File: src/rtl/tdp_ram_be.sv
// rtl/tdp_ram_be.sv - true dual-port RAM with byte enables, registered reads and post-reset clear sweep
module tdp_ram_be #(
  parameter int D_WIDTH      = 32,
  parameter int ADDR_WIDTH   = 5,
  parameter int OUT_REG      = 0,
  parameter int RDW_MODE     = 0,
  parameter int CLEAR_ON_RST = 1
) (
  input  logic                  clk,
  input  logic                  rst,
  output logic                  busy,
  output logic                  coll,
  input  logic                  en_a,
  input  logic [D_WIDTH/8-1:0]  we_a,
  input  logic [ADDR_WIDTH-1:0] addr_a,
  input  logic [D_WIDTH-1:0]    din_a,
  output logic [D_WIDTH-1:0]    dout_a,
  output logic                  vld_a,
  input  logic                  en_b,
  input  logic [D_WIDTH/8-1:0]  we_b,
  input  logic [ADDR_WIDTH-1:0] addr_b,
  input  logic [D_WIDTH-1:0]    din_b,
  output logic [D_WIDTH-1:0]    dout_b,
  output logic                  vld_b
);
  localparam int NB    = D_WIDTH / 8;
  localparam int DEPTH = 2 ** ADDR_WIDTH;

  typedef enum logic [1:0] {S_RESET, S_CLEAR, S_IDLE} state_t;

  state_t                  state_q, state_d;
  logic [ADDR_WIDTH-1:0]   cnt_q, cnt_d;
  logic                    clr_we;
  logic [NB-1:0][7:0]      mem_q [DEPTH];

  logic                    acc_a, acc_b;
  logic [NB-1:0]           wa, wb;
  logic [D_WIDTH-1:0]      rdata_a, rdata_b;
  logic [D_WIDTH-1:0]      dout1_a_q, dout1_a_d, dout1_b_q, dout1_b_d;
  logic                    vld1_a_q, vld1_a_d, vld1_b_q, vld1_b_d;
  logic                    coll_q, coll_d;

  // The first idle cycle after rst falls already clears word 0, so the sweep spans DEPTH cycles.
  always_comb begin
    state_d = state_q;
    cnt_d   = cnt_q;
    clr_we  = 1'b0;
    case (state_q)
      S_RESET: begin
        if (CLEAR_ON_RST != 0) begin
          clr_we  = 1'b1;
          cnt_d   = cnt_q + 1'b1;
          state_d = S_CLEAR;
        end else begin
          state_d = S_IDLE;
        end
      end
      S_CLEAR: begin
        clr_we = 1'b1;
        cnt_d  = cnt_q + 1'b1;
        if (cnt_q == '1) state_d = S_IDLE;
      end
      default: state_d = S_IDLE;
    endcase
  end

  always_ff @(posedge clk) begin
    if (rst) begin
      state_q <= S_RESET;
      cnt_q   <= '0;
    end else begin
      state_q <= state_d;
      cnt_q   <= cnt_d;
    end
  end

  assign busy  = rst | (state_q != S_IDLE);
  assign acc_a = en_a & ~busy;
  assign acc_b = en_b & ~busy;
  assign wa    = acc_a ? we_a : '0;
  assign wb    = acc_b ? we_b : '0;

  // Overlapping bytes at the same address resolve to port A.
  always_ff @(posedge clk) begin
    if (!rst) begin
      if (clr_we) mem_q[cnt_q] <= '0;
      for (int i = 0; i < NB; i++) begin
        if (wa[i]) mem_q[addr_a][i] <= din_a[8*i +: 8];
        if (wb[i] && !(wa[i] && (addr_a == addr_b))) mem_q[addr_b][i] <= din_b[8*i +: 8];
      end
    end
  end

  // Write-first only merges the port's own write; the other port's write is never visible.
  always_comb begin
    rdata_a = mem_q[addr_a];
    rdata_b = mem_q[addr_b];
    if (RDW_MODE != 0) begin
      for (int i = 0; i < NB; i++) begin
        if (wa[i]) rdata_a[8*i +: 8] = din_a[8*i +: 8];
        if (wb[i]) rdata_b[8*i +: 8] = din_b[8*i +: 8];
      end
    end
  end

  always_comb begin
    dout1_a_d = acc_a ? rdata_a : dout1_a_q;
    dout1_b_d = acc_b ? rdata_b : dout1_b_q;
    vld1_a_d  = acc_a;
    vld1_b_d  = acc_b;
    coll_d    = acc_a & acc_b & (addr_a == addr_b) & ((|we_a) | (|we_b));
  end

  always_ff @(posedge clk) begin
    if (rst) begin
      dout1_a_q <= '0;
      dout1_b_q <= '0;
      vld1_a_q  <= 1'b0;
      vld1_b_q  <= 1'b0;
      coll_q    <= 1'b0;
    end else begin
      dout1_a_q <= dout1_a_d;
      dout1_b_q <= dout1_b_d;
      vld1_a_q  <= vld1_a_d;
      vld1_b_q  <= vld1_b_d;
      coll_q    <= coll_d;
    end
  end

  assign coll = coll_q;

  if (OUT_REG != 0) begin : g_oreg
    logic [D_WIDTH-1:0] dout2_a_q, dout2_a_d, dout2_b_q, dout2_b_d;
    logic               vld2_a_q, vld2_b_q;

    always_comb begin
      dout2_a_d = vld1_a_q ? dout1_a_q : dout2_a_q;
      dout2_b_d = vld1_b_q ? dout1_b_q : dout2_b_q;
    end

    always_ff @(posedge clk) begin
      if (rst) begin
        dout2_a_q <= '0;
        dout2_b_q <= '0;
        vld2_a_q  <= 1'b0;
        vld2_b_q  <= 1'b0;
      end else begin
        dout2_a_q <= dout2_a_d;
        dout2_b_q <= dout2_b_d;
        vld2_a_q  <= vld1_a_q;
        vld2_b_q  <= vld1_b_q;
      end
    end

    assign dout_a = dout2_a_q;
    assign dout_b = dout2_b_q;
    assign vld_a  = vld2_a_q;
    assign vld_b  = vld2_b_q;
  end else begin : g_noreg
    assign dout_a = dout1_a_q;
    assign dout_b = dout1_b_q;
    assign vld_a  = vld1_a_q;
    assign vld_b  = vld1_b_q;
  end

endmodule

File: config.mk
export PLATFORM = sky130hd
export DESIGN_NAME = tdp_ram_be
export DESIGN_NICKNAME = d
export VERILOG_FILES = /design/src/rtl/tdp_ram_be.sv
export SDC_FILE = /design/constraint.sdc
export NUM_CORES = 2
export LEC_CHECK = 0
export ABC_AREA = 1
export CORE_ASPECT_RATIO = 1.2
export CORE_MARGIN = 5
export CORE_UTILIZATION = 30
export DETAILED_ROUTE_END_ITERATION = 6
export PLACE_DENSITY = 0.52
export SETUP_SLACK_MARGIN = 0.4
export SYNTH_ARGS = -nofsm -noshare
export SYNTH_HDL_FRONTEND = slang
export SYNTH_SLANG_ARGS = --single-unit
File: constraint.sdc
create_clock -name clk -period 6.8 [get_ports clk]
set_input_delay 0.68 -clock clk [delete_from_list [all_inputs] [get_ports clk]]
set_output_delay 0.68 -clock clk [all_outputs]
set_load 0.02 [all_outputs]
==> qor.yml <==
final_cells: 13153
synth_top_area_frac: 0.4223
fin_tns_setup_ns: 0
synth_area_um2: 72810
cts_resized: 0
clkSinkCount: 1098
io_pins: 154
worst_skew_pair.late_latency_ns: 0.79
rsz0062_at_grt: "false"
power.total_mw: 15.73
wire_per_inst_um: 27.36
utilization: 0.3328
setup.worst_path.start: "state_q[1]"
grt_first_pass_wirelength_mm: 506.7
cts_root_buf: "clkbuf_16"
min_period_ns: 4.771
worst-slew-pin-transition_ns: 1.320
drive_gt1_frac: 0.06860
arrival_ns: 5.21
required_ns: 7.23
rrSetupSlack_ns: 2.03
status: "complete, but fails checks"
max_stage_delay_ns: 0.99
powerDensity_nw_per_um2: 195.3
drv_cap: 0
max_freq_mhz: 209.6
ir_drop_v: 0.0002033
dp_hpwl_mm: 220.6
endpoint: "mem_q[15][15]"
startpoint_type: "flop"
synth.area.top_cells: "edfxtp_1 (42%), nand2_1 (28%), nand4_1 (9.4%)"
cp.depth: 9
ys_ff_latch: 1098
place_ws_ns: 1.608
hold_violations: 0
vias_per_cell: 5.766
start_util: 0.3008
slew_viol_final: 0
min_path_type: "reg2reg"
cpLargestDelayFamily: "simple AND/OR/NAND/NOR gates"
grt_overflow: 0
stdcell_area_um2: 80540
ctsLongestPathBuffers: 3
crit_chain: "nand3b_4 -> nor2_4 -> nand2_4 -> nand2_1 -> o21ai_0 -> nor2_4 -> buf_4 -> nand3_1 -> nand2_1"
critPathCaptureType: "flop"
p_leak_nw: 35.19
worst-setup-path-type: "reg2reg"
failed_checks: "design-rule violations"
multi_input_area_um2: 36370
die_w_um: 459.7
htree_levels: 3
ys_warn_count: 0
setup_viol: 0
min_from: "dout_a[8]"
skew_ns: 0.04921
seq_area_um2: 32230
cts_made_buffers: 120
ff2ff_path_depth: 9
drt_pass1_iterations: 7
yosysUniqueCellTypes: 30
port_buffers: 153
first_global_vias: 70045
syn2layout_area_growth_pct: 10.62
path_buf_inv: 1
fillers: 25332
nets: 9925
die_area_um2: 252700
timing.rr.start: "state_q[1]"
path_max_fanout: 33
hold_buffers: 0
cts_setup_buffers: 0
rows: 198
drtIter0Drc: 10075
cts_tree: "built"
cts.clk_slew.worst_paths_ns: 0.07
antenna_left: 0
die_y_um: 549.7
synth_top_cell_by_area: "edfxtp_1"
grt_max_degree: 173
grtUsageTotal: 0.2736
maxSlewHeadroom: 0.1177
ys_seq_area_frac: 0.4427
core_um2: 242000
fin_hold_ws_ns: 0.4715
syn_nets: 10422
wirelength_mm: 359.8
setup_slack_ns: 2.029
holdPathStages: 2
crit_slowest_cell: "nor2_4"
reg2reg_to: "mem_q[15][15]"
dp_cells: 12914
period_share: 0.7017
place.gp.congestion: 0.9469
syn_avg_cell_area_um2: 7.046
antenna_found_initial: 24
synth_cells: 10334
drc: 8
dr_total_vias: 75835
place_area_um2: 76400
[power breakdown]
group	total, mW	internal, mW	switching (mW)
combinational	1.49	0.274	1.22
sequential	7.34	7.31	0.0229
clock	6.90	3.90	3.00
total	15.7	11.5	4.24
[metal layers]
layer,vias up,track usage,share of wire
met4,26,0.1905,0.081
met1,35935,0.3341,0.37
li1,33810,-,-
met2,4850,0.4327,0.45
met5,-,0,0.00051
met3,1214,0.05624,0.10
[registers in the layout, summed over array words and instances, names as in the netlist]
name / flops
mem_q: 1024
dout_b: 32
vld_b: 1
dout_a: 32
state_q: 2
cnt_q: 5
vld_a: 1
coll: 1
[worst register-to-register path, stage by stage, from the launching register on]
cell and delay, ns:
dfxtp_1 0.81, nand3b_4 0.23, nor2_4 0.46, nand2_4 0.51
nand2_1 0.19, o21ai_0 0.23, nor2_4 0.99, buf_4 0.51
nand3_1 0.13, nand2_1 0.34
[cell type report]
class | count | area share
antenna | 11 | 0.0003418
clock buffer | 152 | 0.04109
clock inverter | 75 | 0.009523
inverter | 134 | 0.006742
multi-input combinational | 8123 | 0.4515
sequential | 1098 | 0.4002
tap | 3200 | 0.04971
timing repair buffer | 360 | 0.04087
[worst min path at each step]
stage            endpoint  slack [ns]
2_1_floorplan  state_q[1]        0.45
3_3_place_gp   dout_a[25]        0.46
3_5_place_dp    dout_a[2]        0.46
4_1_cts         dout_a[8]        0.48
5_1_grt         dout_a[2]        0.49
6_report        dout_a[8]        0.47
[Yosys cell counts]
master and number:
nand2_1 5416, nand3_1 1235, nand4_1 1096, edfxtp_1 1024, clkbuf_1 603, buf_2 334, nor2_1 174, nand3_2 113
inv_1 112, dfxtp_1 74, buf_1 35, nor2_4 25, inv_2 21, a21oi_1 10, nor2_2 10, o21ai_0 10
o21ai_1 8, buf_4 7, nor3_4 7, nor2_8 4, nor3_1 4, xor2_1 3, ha_1 2, a31oi_1 1
clkinv_1 1, nand2_2 1, nand3b_4 1, nor3_2 1, nor3b_1 1, nor4_1 1
[cell usage in the layout (no fill, tap or decap), drive strengths merged, types with 2 or more instances in the layout]
master         instances
clkinv                47
bufinv                12
nor2                 213
buf                  244
nand2               5417
dfxtp                 74
a21oi                 10
inv                  139
edfxtp              1024
nor3                  12
clkdlybuf4s50        116
nand4               1096
clkinvlp              11
o21ai                 18
diode                 11
ha                     2
nand3               1348
clkbuf               152
xor2                   3
[logic make-up after synthesis]
group,count (synthesis),synth area share
flip-flops,1098,0.4427
adder cells (fa/ha/maj),2,0.0003436
AND/OR/NAND/NOR,8089,0.4911
buffers and inverters,1113,0.06348
AO/OA/AOI/OAI,29,0.002011
XOR/XNOR,3,0.0003609
(Power assumes the default switching activity.)
